File: config.mk
export PLATFORM = sky130hd
export DESIGN_NAME = io_wait_controller
export DESIGN_NICKNAME = d
export VERILOG_FILES = /design/src/rtl/io_wait_controller_pkg.sv /design/src/rtl/io_wait_controller_sync2.sv /design/src/rtl/io_wait_controller.sv
export SDC_FILE = /design/constraint.sdc
export NUM_CORES = 1
export LEC_CHECK = 0
export BUFFER_PORTS_ARGS = -buffer_cell sky130_fd_sc_hd__buf_2
export CORE_MARGIN = 4
export CORE_UTILIZATION = 35
export CTS_CLUSTER_DIAMETER = 30
export DETAILED_ROUTE_END_ITERATION = 10
export GPL_ROUTABILITY_DRIVEN = 0
export HOLD_SLACK_MARGIN = 0.02
export PLACE_DENSITY_LB_ADDON = 0.3
export SYNTH_ARGS = -nofsm -noshare
export SYNTH_HDL_FRONTEND = slang
export SYNTH_SLANG_ARGS = --single-unit
File: constraint.sdc
create_clock -name clk -period 1.4 [get_ports clk]
set_input_delay 0 -clock clk [delete_from_list [all_inputs] [get_ports clk]]
set_output_delay 0 -clock clk [all_outputs]
set_load 0.02 [all_outputs]
File: src/rtl/io_wait_controller_pkg.sv
// Shared types for the switch-wait sequencer.
package io_wait_controller_pkg;

    typedef enum logic [1:0] {
        IO_IDLE     = 2'd0,
        IO_DEBOUNCE = 2'd1,
        IO_DONE     = 2'd2
    } ioWaitState_t;

endpackage

File: src/rtl/io_wait_controller_sync2.sv
// Two-flop synchroniser for asynchronous board inputs; clears to zero on reset.
module sync2 #(
    parameter int W = 1
) (
    input  logic         clk,
    input  logic         rst,
    input  logic [W-1:0] d,
    output logic [W-1:0] q
);

    logic [W-1:0] stage1_q, stage1_d;
    logic [W-1:0] stage2_q, stage2_d;

    always_comb begin
        stage1_d = d;
        stage2_d = stage1_q;
    end

    always_ff @(posedge clk) begin
        if (rst) begin
            stage1_q <= '0;
            stage2_q <= '0;
        end else begin
            stage1_q <= stage1_d;
            stage2_q <= stage2_d;
        end
    end

    assign q = stage2_q;

endmodule

File: src/rtl/io_wait_controller.sv
// Stalls the CPU on a switch-wait instruction until the go switch has held the
// requested level for DEBOUNCE_CYCLES synchronised samples, then captures sw.
module io_wait_controller
    import io_wait_controller_pkg::*;
#(
    parameter int N               = 8,
    parameter int DEBOUNCE_CYCLES = 4
) (
    input  logic         clk,
    input  logic         rst,
    input  logic         waitReq,
    input  logic         waitLevel,
    input  logic         swGo,
    input  logic [N-1:0] sw,
    output logic         stall,
    output logic [N-1:0] inData,
    output logic         inValid,
    output logic         busy
);

    localparam int CW = $clog2(DEBOUNCE_CYCLES);
    localparam logic [CW-1:0] COUNT_LAST = CW'(DEBOUNCE_CYCLES - 1);

    logic [N:0]   sync_q;
    logic         go_s;
    logic [N-1:0] sw_s;

    sync2 #(.W(N + 1)) u_sync (
        .clk (clk),
        .rst (rst),
        .d   ({swGo, sw}),
        .q   (sync_q)
    );

    assign go_s = sync_q[N];
    assign sw_s = sync_q[N-1:0];

    ioWaitState_t  state_q, state_d;
    logic [CW-1:0] count_q, count_d;
    logic [N-1:0]  in_data_q, in_data_d;

    always_comb begin
        state_d   = state_q;
        count_d   = count_q;
        in_data_d = in_data_q;
        case (state_q)
            IO_IDLE: begin
                count_d = '0;
                if (waitReq) begin
                    state_d = IO_DEBOUNCE;
                end
            end
            IO_DEBOUNCE: begin
                if (!waitReq) begin
                    state_d = IO_IDLE;
                    count_d = '0;
                end else if (go_s != waitLevel) begin
                    // Any mismatch, including a level change, forfeits all credit.
                    count_d = '0;
                end else if (count_q == COUNT_LAST) begin
                    in_data_d = sw_s;
                    state_d   = IO_DONE;
                    count_d   = '0;
                end else begin
                    count_d = count_q + 1'b1;
                end
            end
            IO_DONE: begin
                state_d = IO_IDLE;
                count_d = '0;
            end
            default: begin
                state_d = IO_IDLE;
                count_d = '0;
            end
        endcase
    end

    always_ff @(posedge clk) begin
        if (rst) begin
            state_q   <= IO_IDLE;
            count_q   <= '0;
            in_data_q <= '0;
        end else begin
            state_q   <= state_d;
            count_q   <= count_d;
            in_data_q <= in_data_d;
        end
    end

    assign stall   = waitReq && (state_q != IO_DONE);
    assign inValid = (state_q == IO_DONE);
    assign busy    = (state_q != IO_IDLE);
    assign inData  = in_data_q;

endmodule

Word-level counts from Yosys, hierarchy flattened
Index checks and enable logic that the tools add are counted.
{"block": "word_totals", "regBits": 30, "output_inout_bits": 11}
{"block": "op_classes", "add_sub_neg": 1, "n_eq_ne": 8, "n_mux": 5, "bitwise": 3, "reduce_logical": 6}
{"cell": "$mux W2", "count": 4}
{"cell": "$ne A3 B3 Y1 const B", "count": 2}
{"cell": "$reduce_or A5 Y1", "count": 1}
{"cell": "$eq A2 B2 Y1 const B", "count": 2}
{"cell": "$ne A2 B2 Y1 const B", "count": 2}
{"cell": "$pmux W2 S2", "count": 1}
{"cell": "$reduce_and A4 Y1", "count": 1}
{"cell": "$not A1 Y1", "count": 3}
{"cell": "$reduce_and A3 Y1", "count": 1}
{"cell": "$add A2 B1 Y2 const B", "count": 1}
{"cell": "$eq A2 B1 Y1 const B", "count": 1}
{"cell": "$logic_not A2 Y1", "count": 1}
{"cell": "$reduce_bool A2 Y1", "count": 1}
{"cell": "$logic_and A1 B1 Y1", "count": 1}
{"cell": "$ne A1 B1 Y1", "count": 1}

Logic depth before layout (Yosys ltp)
Gate-level depths: netlist of run 1.
{"block": "depth", "depth_word": 5, "mapped_depth": 5, "depth_no_buf": 4}

Hierarchy
Synthesis of run 1 repeated with hierarchy kept, for this count alone.
{"block": "unflattened", "hier_cells": 91, "hier_area_um2": 1038.5}
{"module": "io_wait_controller", "n_inst": 1, "cells_each": 54, "area_per_inst_um2": 549.3}
{"module": "sync2", "n_inst": 1, "cells_each": 37, "area_per_inst_um2": 489.2}

Least setup slack after synthesis of run 1
OpenSTA, ideal clock, no wires.
{"block": "synth_timing", "path_kind": "register -> register", "from": "reg count_q[0]", "to": "reg in_data_q[0], in the netlist inData[0]", "setup_time_ps": 72, "arrival_ps": 1089, "t_required_ps": 1328, "slack_ps": 239, "stages_incl_launch_ff": 6, "cell_sequence": "dfxtp_1 -> ha_1 -> nand4b_2 -> nor2b_4 -> buf_6 -> mux2i_1"}
{"block": "synth_between", "elab_chain_cells": 2}
{"item": "start: declaration", "line": "io_wait_controller.sv:39", "rtl": "logic [CW-1:0] count_q, count_d;"}
{"item": "start signal: assignment", "line": "io_wait_controller.sv:86", "rtl": "count_q <= count_d;"}
{"item": "$eq A2 B2 Y1", "line": "io_wait_controller.sv:60", "rtl": "end else if (count_q == COUNT_LAST) begin"}
{"item": "$reduce_and A4 Y1 (no line)"}
{"item": "end signal: assignment", "line": "io_wait_controller.sv:87", "rtl": "in_data_q <= in_data_d;"}
{"item": "end: declaration", "line": "io_wait_controller.sv:40", "rtl": "logic [N-1:0] in_data_q, in_data_d;"}
Every way passes these cells.
A chain may end at the register's enable or synchronous reset.

Worst setup path in the final report of run 1
{"block": "layout_timing", "from": "reg count_q[0]", "to": "reg in_data_q[4], in the netlist inData[4]"}
Same word-level chain as after synthesis.

==> results of run 1 <==
-- timing repair --
item / 4_1_cts / 5_1_grt
buffers inserted: 0 / 1
endpoints found under the hold margin: 11 / 0
hold buffers: 17 / 0
endpoints found under the setup margin: 0 / 8
-- cells in the mapped netlist --
| cell type | n |
|---|---|
| nor2b_1 | 20 |
| inv_1 | 1 |
| dfxtp_1 | 30 |
| buf_6 | 1 |
| nor4_1 | 2 |
| nand2b_1 | 16 |
| or3b_4 | 1 |
| nand2_1 | 1 |
| xnor2_2 | 1 |
| clkbuf_1 | 3 |
| nand3_1 | 1 |
| ha_1 | 1 |
| nor2b_4 | 1 |
| mux2i_1 | 8 |
| or2_1 | 1 |
| a31oi_1 | 1 |
| nand4b_2 | 1 |
| nor2_1 | 1 |
-- stage by stage --
stage                     std cells  total power [uW]  instance area (um2)  setup slack, ns
after floorplan                  91             956.9                 1039           0.2390
after global placement          142             984.5                 1177           0.1389
after detailed placement        142             986.4                 1177          0.01684
after CTS                       167              1542                 1408         0.006241
after global routing            168              1605                 1428          0.01793
final                           168              1510                 1428           0.1056
-- per-layer routing --
metal / vias to the layer above / global-route usage (%) / part of all wire, %
met3: 2 / 6.115 / 8.2
met5: - / 0 / 0
met4: 0 / 7.438 / 1.5
met2: 19 / 14.91 / 47
met1: 297 / 9.867 / 43
li1: 379 / - / -
-- flip-flops by register name, indices dropped and copies added, names as in the netlist --
register,flops
u_sync.q,9
u_sync.stage1_q,9
inData,8
count_q,2
state_q,2
-- power by group through the flow --
stage | logic (uW) | registers [uW] | clock network, uW
2_1_floorplan | 52.1 | 905 | 0
3_3_place_gp | 78.4 | 906 | 0
3_5_place_dp | 79.6 | 907 | 0
4_1_cts | 115 | 887 | 541
5_1_grt | 127 | 891 | 587
6_report | 114 | 886 | 510
-- layout make-up --
type | instances | area (um2) | share of cell area, %
Clock inverter | 1 | 5.005 | 0.3506
Inverter | 1 | 3.754 | 0.2629
Multi-Input combinational cell | 56 | 411.6 | 28.83
Tap cell | 31 | 38.79 | 2.717
Sequential cell | 30 | 600.6 | 42.07
Timing Repair Buffer | 42 | 312.8 | 21.91
Clock buffer | 7 | 55.05 | 3.856
-- cells by family (layout without fill, tap and decap cells) --
logic type / after synthesis / after routing / share of synthesized area (%)
compound gates: 1 / 1 / 0.6028
simple gates: 45 / 45 / 28.55
flops: 30 / 30 / 57.83
fa+ha+maj: 1 / 1 / 1.205
mux: 8 / 8 / 7.711
xor+xnor: 1 / 1 / 1.567
buf+inv: 5 / 51 / 2.530
-- placed cells by master (no fill, tap or decap), types with 2 or more instances in the layout --
cell type / netlist / final
buf_2: 0 / 23
nor2b_1: 20 / 20
nand2b_1: 16 / 16
mux2i_1: 8 / 8
dlygate4sd3_1: 0 / 17
clkbuf_4: 0 / 5
nor4_1: 2 / 2
dfxtp_1: 30 / 30
-- worst min-delay path: cells and delay by family --
| family | cells | cell delay, ns |
|---|---|---|
| compound gates | 1 | 0.08 |
| buf+inv | 1 | 0.10 |
| xor+xnor | 1 | 0.14 |
-- final timing paths --
path / slack, ns / cells past startpoint / start / end
setup / recovery: 0.11 / 5 / count_q[0] / inData[4]
hold / removal: 0.05 / 3 / waitLevel / state_q[0]
hold reg to reg: 0.43 / 1 / count_q[0] / count_q[0]
setup reg to reg: 0.11 / 5 / count_q[0] / inData[4]
==> flow_summary.yaml, run 1 <==
status:
  outcome: "completed"
drt:
  wirelength_um: 1592
  drc_errors: 0
  first_pass_iters: 4
  drt-wirelength-per-cell_um: 9.476
  antenna_left: 0
  via_count: 697
  drt_iter0_drc: 25
  vias_per_cell: 4.149
clock_network:
  cts_root_buffer: "clkbuf_4"
  clkTransAtPathRegs_ns: 0.08
  post_cts_resize_count: 0
  numCtsBuffers: 5
  numClockSinks: 30
  clock_path_buffers: 2
  cts_tree: "yes"
  h-tree-depth: 2
  clock_latency_ns: 0.32
die:
  initial_core_util_pct: 37.02
  die-area_um2: 3903
  coreArea_um2: 2805
  rows: 19
  dieHeight_um: 62.47
  die_x_um: 62.47
  pin_count: 24
placement:
  port_buffers: 23
  dp.final_hpwl_um: 1075
sta:
  skew_ns: 0.002832
  setup_tns_ns: 0
  hold_slack_ns: 0.04644
  slew_violations: 0
  slew_headroom_pct: 83.59
  max_freq_mhz: 772.6
  hold_violations: 0
  rsz0062_at_grt: "false"
  worst_pin_slew_ns: 0.2439
  period_minus_slack_ns: 1.294
  setup_viol: 0
  fin_crit_sh_pct: 92.46
critical_path:
  critPathMaxStageDelay_ns: 0.34
  worstPathRequired_ns: 1.65
  path_max_fanout: 8
  path_delay_family: "flip-flops"
  cp-start-kind: "flop"
  end_kind: "flop"
  worstPathArrival_ns: 1.54
  crit_type: "flop to flop"
  path_cells: "ha_1 -> nand4b_2 -> nor2b_4 -> buf_12 -> mux2i_1"
  worst_path_max_delay_cell: "dfxtp_1"
  crit_buf_inv: 1
cells_and_area:
  fin_util_pct: 50.89
  fillers: 257
  synthToLayoutAreaGrowth_pct: 37.47
  drive_gt1_share_pct: 26.28
  antenna_cells: 0
  final_net_count: 150
power_and_ir_drop:
  leakage_uw: 0.0006201
  switchingPower_uw: 313.0
  powerDensity_nw_per_um2: 1058
  ir_drop_v: 0.0005879
  switching_share_pct: 20.73
  seqPwrFrac_pct: 58.7
  intPower_uw: 1197
  p_comb_share_pct: 7.5
  p_clk_share_pct: 33.8
grt:
  grt_pass1_wl_um: 2842
  grt_max_degree: 26
  overflow: 0
  grt_pass1_vias: 640
  grt_antenna_before_repair: 0
  track_usage_pct: 9.909
synth:
  yosysTopAreaCell: "dfxtp_1"
  yosysTopAreaCellShare_pct: 57.83
  syn_area_um2: 1038
  ys_warn_count: 0
  yosysUniqueCellTypes: 18
  syn_avg_cell_area_um2: 11.41
  yosys_register_bits: 30
  postSynthCellCount: 91
  synth_area_leaders: "dfxtp_1 (58%), nor2b_1 (12%), nand2b_1 (9.6%)"
  yosysSeqAreaShare_pct: 57.83
  syn-num-nets: 105
job:
  drv_cap: 0
hold_path:
  hp-class: "input pin to flop"
(Power assumes the default switching activity.)
==> inputs of run 2 (changes only) <==
--- a/config.mk
+++ b/config.mk
@@ -5,6 +5,7 @@
 export SDC_FILE = /design/constraint.sdc
 export NUM_CORES = 1
 export LEC_CHECK = 0
+export ABC_AREA = 1
 export BUFFER_PORTS_ARGS = -buffer_cell sky130_fd_sc_hd__buf_2
 export CORE_MARGIN = 4
 export CORE_UTILIZATION = 35
==> flow_summary.yaml, run 2 <==
power_and_ir_drop:
  total_power_uw: 1916
  intPower_uw: 1538
  leakage_uw: 0.0007588
  powerDensity_nw_per_um2: 1262
  switchingPower_uw: 378.0
  p_comb_share_pct: 5.9
  ir_drop_v: 0.0006227
  p_clk_share_pct: 47.8
  switching_share_pct: 19.73
  seqPwrFrac_pct: 46.3
grt:
  grt_max_degree: 20
  grt_use_met1_pct: 11.58
  overflow: 0
  grt_antenna_before_repair: 0
  grt_pass1_vias: 810
  use_met3_pct: 4.103
  track_usage_pct: 10.55
  top_usage_layer: "met2"
  grt_util_met2_pct: 15.68
  grt_pass1_wl_um: 3243
cells_and_area:
  final_cell_mix: "inv_1 (48), dfxtp_1 (30), nor2_1 (23), buf_2 (23), nand2_1 (18)"
  synthToLayoutAreaGrowth_pct: 32.71
  drive_gt1_share_pct: 23.94
  final_common_cell: "inv_1"
  fillers: 310
  antenna_cells: 0
  fin_util_pct: 49.31
  final_net_count: 201
synth:
  synth-simple-area-share_pct: 28.56
  synth_commonest_cells: "inv_1 (48), dfxtp_1 (30), nor2_1 (23)"
  syn_area_um2: 1144
  synthXorXnorAreaFrac_pct: 0
  ys_warn_count: 0
  dominantRegCellSynth: "dfxtp_1"
  synth.area.mux_share_pct: 0
  synth_compound_area_share_pct: 0.4376
  synth_edf_count: 0
  yosysUniqueCellTypes: 15
  syn_avg_cell_area_um2: 7.675
  synth_area_leaders: "dfxtp_1 (53%), inv_1 (16%), nor2_1 (7.5%)"
  yosys_register_bits: 30
  yosysTopAreaCellShare_pct: 52.52
  yosysTopAreaCell: "dfxtp_1"
  syn-num-nets: 163
  synthArstFlopShare_pct: 0
  postSynthCellCount: 149
  yosysSeqAreaShare_pct: 52.52
  synth_top_family_by_area: "simple AND/OR/NAND/NOR gates"
  synth_most_common_cell: "inv_1"
  synthAdderAreaFrac_pct: 1.094
clock_network:
  numClockSinks: 30
  clock_latency_ns: 0.33
  post_cts_buffers: 0
  clock_path_buffers: 2
  cts_tree: "yes"
  clkTransAtPathRegs_ns: 0.10
  numCtsBuffers: 5
  h-tree-depth: 2
  cts_root_buffer: "clkbuf_4"
critical_path:
  path_max_fanout: 3
  critPathMaxStageDelay_ns: 0.47
  worstPathArrival_ns: 1.23
  worstPathRequired_ns: 1.40
  cp-start-kind: "flop"
  crit_type: "flop to output port"
  crit_top_cell: "nor2_1"
  worst_path_max_delay_cell: "dfxtp_1"
  end_kind: "output port"
  path_cells: "inv_1 -> nor2_1 -> nor2_1 -> buf_2"
drt:
  drt-wirelength-per-cell_um: 7.763
  vias_per_cell: 3.815
  drt_iter0_drc: 25
  wirelength_um: 1801
  first_pass_iters: 4
  via_count: 885
  drc_errors: 0
  antenna_left: 0
status:
  outcome: "completed"
sta:
  max_freq_mhz: 814.7
  rsz0062_at_grt: "false"
  fin_crit_sh_pct: 87.67
  slew_headroom_pct: 73.64
  hold_violations: 0
  period_minus_slack_ns: 1.227
  setup_viol: 0
  hold_slack_ns: 0.06607
  skew_ns: 0.005954
  setup_tns_ns: 0
  slew_violations: 0
  worst_pin_slew_ns: 0.3954
die:
  initial_core_util_pct: 37.15
  dieHeight_um: 65.16
  coreArea_um2: 3078
  die-area_um2: 4246
  die_x_um: 65.16
  pin_count: 24
  rows: 20
placement:
  dp.final_hpwl_um: 1298
  port_buffers: 23
hold_path:
  hp-class: "input pin to flop"
job:
  drv_cap: 0
[run 2: kinds of logic after synthesis]
logic type	after synthesis
and+or+nand+nor	65
buffers and inverters	52
adders and majority gates	1
DFF	30
AOI/OAI and AO/OA	1
[run 2: final timing paths]
kind	from	to	slack (ns)	cells after the start
setup / recovery	state_q[1]	stall	0.17	4
hold / removal	rst	u_sync.q[2]	0.07	3
setup reg to reg	count_q[0]	inData[0]	0.21	5
hold reg to reg	u_sync.stage1_q[1]	u_sync.q[1]	0.41	2
[run 2: per-stage QoR]
| step | area [um2] | instances | worst slack [ns] |
|---|---|---|---|
| floorplan | 1144 | 149 | 0.3801 |
| global placement | 1306 | 214 | 0.2638 |
| detailed placement | 1306 | 214 | 0.2250 |
| CTS | 1518 | 232 | 0.1485 |
| global route | 1518 | 232 | 0.04925 |
| finish | 1518 | 232 | 0.1726 |
[run 2: area by class of cell]
cell class	instances	area (um2)	area share [%]
clock inverter	2	60.06	3.957
multi-input combinational	67	344.1	22.67
sequential	30	600.6	39.57
inverter	49	183.9	12.12
timing repair buffer	34	222.7	14.67
clock buffer	6	51.30	3.380
tap	44	55.05	3.627
[run 2: layer usage]
| layer | routed length [um] | vias to the layer above | share of wire, % |
|---|---|---|---|
| met5 | 0 | - | 0 |
| met4 | 64 | 0 | 3.6 |
| met3 | 120 | 7 | 6.7 |
| met2 | 783 | 23 | 43 |
| met1 | 832 | 359 | 46 |
| li1 | - | 496 | - |
[run 2: power groups by stage]
stage | clock network [uW] | registers, uW | logic (uW)
after floorplan | 0 | 905 | 63.2
after global placement | 0 | 906 | 90.5
after detailed placement | 0 | 907 | 94.1
after CTS | 931 | 887 | 115
after global routing | 961 | 889 | 131
final | 916 | 886 | 114
[run 2: timing repair]
item                      4_1_cts  5_1_grt
resized for setup               0        0
hold endpoints to repair       10        0
hold buffers                   10        0
[run 2: critical path, delay by kind of cell (launching register included)]
kind                   cells  cell delay [ns]
flip-flops                 1             0.47
buffers and inverters      2             0.24
AND/OR/NAND/NOR            2             0.18
==> inputs of run 3 (changes only) <==
--- a/config.mk
+++ b/config.mk
@@ -7,7 +7,7 @@
 export LEC_CHECK = 0
 export ABC_AREA = 1
 export BUFFER_PORTS_ARGS = -buffer_cell sky130_fd_sc_hd__buf_2
-export CORE_MARGIN = 4
+export CORE_MARGIN = 5
 export CORE_UTILIZATION = 35
 export CTS_CLUSTER_DIAMETER = 30
 export DETAILED_ROUTE_END_ITERATION = 10
==> flow_summary.yaml, run 3 (same netlist as run 2, synthesis figures left out) <==
sta:
  hold_violations: 0
  setup_tns_ns: 0
  worst_pin_slew_ns: 0.3875
  setup_viol: 0
  fin_crit_sh_pct: 89.43
  slew_headroom_pct: 74.17
  max_freq_mhz: 798.7
  rsz0062_at_grt: "false"
  skew_ns: 0.008750
  period_minus_slack_ns: 1.252
  slew_violations: 0
critical_path:
  path_max_fanout: 3
  end_kind: "output port"
  cp-start-kind: "flop"
  path_cells: "inv_1 -> nor2_1 -> nor2_1 -> buf_2"
  cp_num_cells: 4
  crit_buf_inv: 2
  critPathMaxStageDelay_ns: 0.46
  worst_path_max_delay_cell: "dfxtp_1"
  crit_type: "flop to output port"
  worstPathRequired_ns: 1.40
  ff2ff_path_depth: 5
  worstPathArrival_ns: 1.25
  path_delay_family: "flip-flops"
  crit_top_cell: "nor2_1"
clock_network:
  clkTransAtPathRegs_ns: 0.10
  numClockSinks: 30
  cts_root_buffer: "clkbuf_4"
  cts_tree: "yes"
  clock_path_buffers: 2
  numCtsBuffers: 5
  post_cts_buffers: 0
  h-tree-depth: 2
  clock_latency_ns: 0.33
  post_cts_resize_count: 0
  postCtsHoldBufs: 10
power_and_ir_drop:
  powerDensity_nw_per_um2: 1250
  intPower_uw: 1538
  total_power_uw: 1898
  switchingPower_uw: 360.1
  ir_drop_v: 0.0006175
  leakage_uw: 0.0007588
  p_comb_share_pct: 6.0
  switching_share_pct: 18.97
  seqPwrFrac_pct: 46.7
  p_clk_share_pct: 47.3
drt:
  wirelength_um: 1920
  vias_per_cell: 3.879
  antenna_left: 0
  drc_errors: 0
  first_pass_iters: 4
  drt-wirelength-per-cell_um: 8.276
  drt_iter0_drc: 25
  via_count: 900
die:
  initial_core_util_pct: 36.85
  pin_count: 24
  die-area_um2: 4510
  rows: 20
  die_x_um: 67.16
  dieHeight_um: 67.16
  coreArea_um2: 3103
cells_and_area:
  final_net_count: 201
  final_common_cell: "inv_1"
  stdcell_count: 232
  final_cell_mix: "inv_1 (48), dfxtp_1 (30), nor2_1 (23), buf_2 (23), nand2_1 (18)"
  antenna_cells: 0
  fillers: 330
  drive_gt1_share_pct: 23.94
  synthToLayoutAreaGrowth_pct: 32.71
grt:
  track_usage_pct: 10.20
  grt_max_degree: 20
  grt_pass1_wl_um: 3312
  grt_pass1_vias: 806
  grt_antenna_before_repair: 0
  overflow: 0
hold_path:
  holdPathStages: 3
  hp-class: "input pin to flop"
placement:
  port_buffers: 23
  placed_cells: 214
  dp.final_hpwl_um: 1410
job:
  drv_cap: 0
status:
  outcome: "completed"
==> run 3: worst paths after layout <==
check / slack [ns] / from / end
setup / recovery: 0.15 / state_q[1] / stall
hold / removal: 0.08 / rst / u_sync.q[7]
setup reg to reg: 0.17 / count_q[0] / inData[2]
hold reg to reg: 0.40 / u_sync.stage1_q[1] / u_sync.q[1]
==> run 3: layout make-up <==
cell class	instances	area [um2]	area share (%)
flip-flops and latches	30	600.6	39.57
multi-input cells	67	344.1	22.67
repair buffers	34	222.7	14.67
inverters	49	183.9	12.12
clock inverters	2	60.06	3.957
well taps	44	55.05	3.627
clock buffers	6	51.30	3.380
==> run 3: worst register-to-register path, stage by stage, from the launching register on <==
cell and delay (ns):
dfxtp_1 0.35, ha_1 0.39, nand3_4 0.18, nand2_1 0.11, inv_1 0.05, nor2_2 0.08
==> run 3: power by group through the flow <==
| stage | clock network (uW) | registers (uW) | logic (uW) |
|---|---|---|---|
| 6_report | 898 | 887 | 114 |
| 5_1_grt | 965 | 890 | 131 |
| 4_1_cts | 921 | 887 | 115 |
| 3_5_place_dp | 0 | 907 | 93.7 |
| 3_3_place_gp | 0 | 906 | 90.4 |
| 2_1_floorplan | 0 | 905 | 63.2 |
==> run 3: metal layers <==
layer | vias to the layer above | track usage, % | wire length (um)
li1 | 496 | - | -
met1 | 373 | 10.48 | 821
met2 | 25 | 16.56 | 897
met3 | 6 | 5.657 | 157
met4 | 0 | 5.316 | 44
met5 | - | 0 | 0
==> run 3: metrics by stage <==
| stage | area [um2] | utilization [%] | setup slack (ns) | hold WS, ns |
|---|---|---|---|---|
| 6_report | 1518 | 48.91 | 0.1480 | 0.07839 |
| 5_1_grt | 1518 | 48.91 | 0.02571 | 0.07741 |
| 4_1_cts | 1518 | 48.91 | 0.1083 | 0.06929 |
| 3_5_place_dp | 1306 | 42.10 | 0.2011 | 0.2070 |
| 3_3_place_gp | 1306 | 42.10 | 0.2635 | 0.1977 |
| 2_1_floorplan | 1144 | - | 0.3801 | 0.1070 |
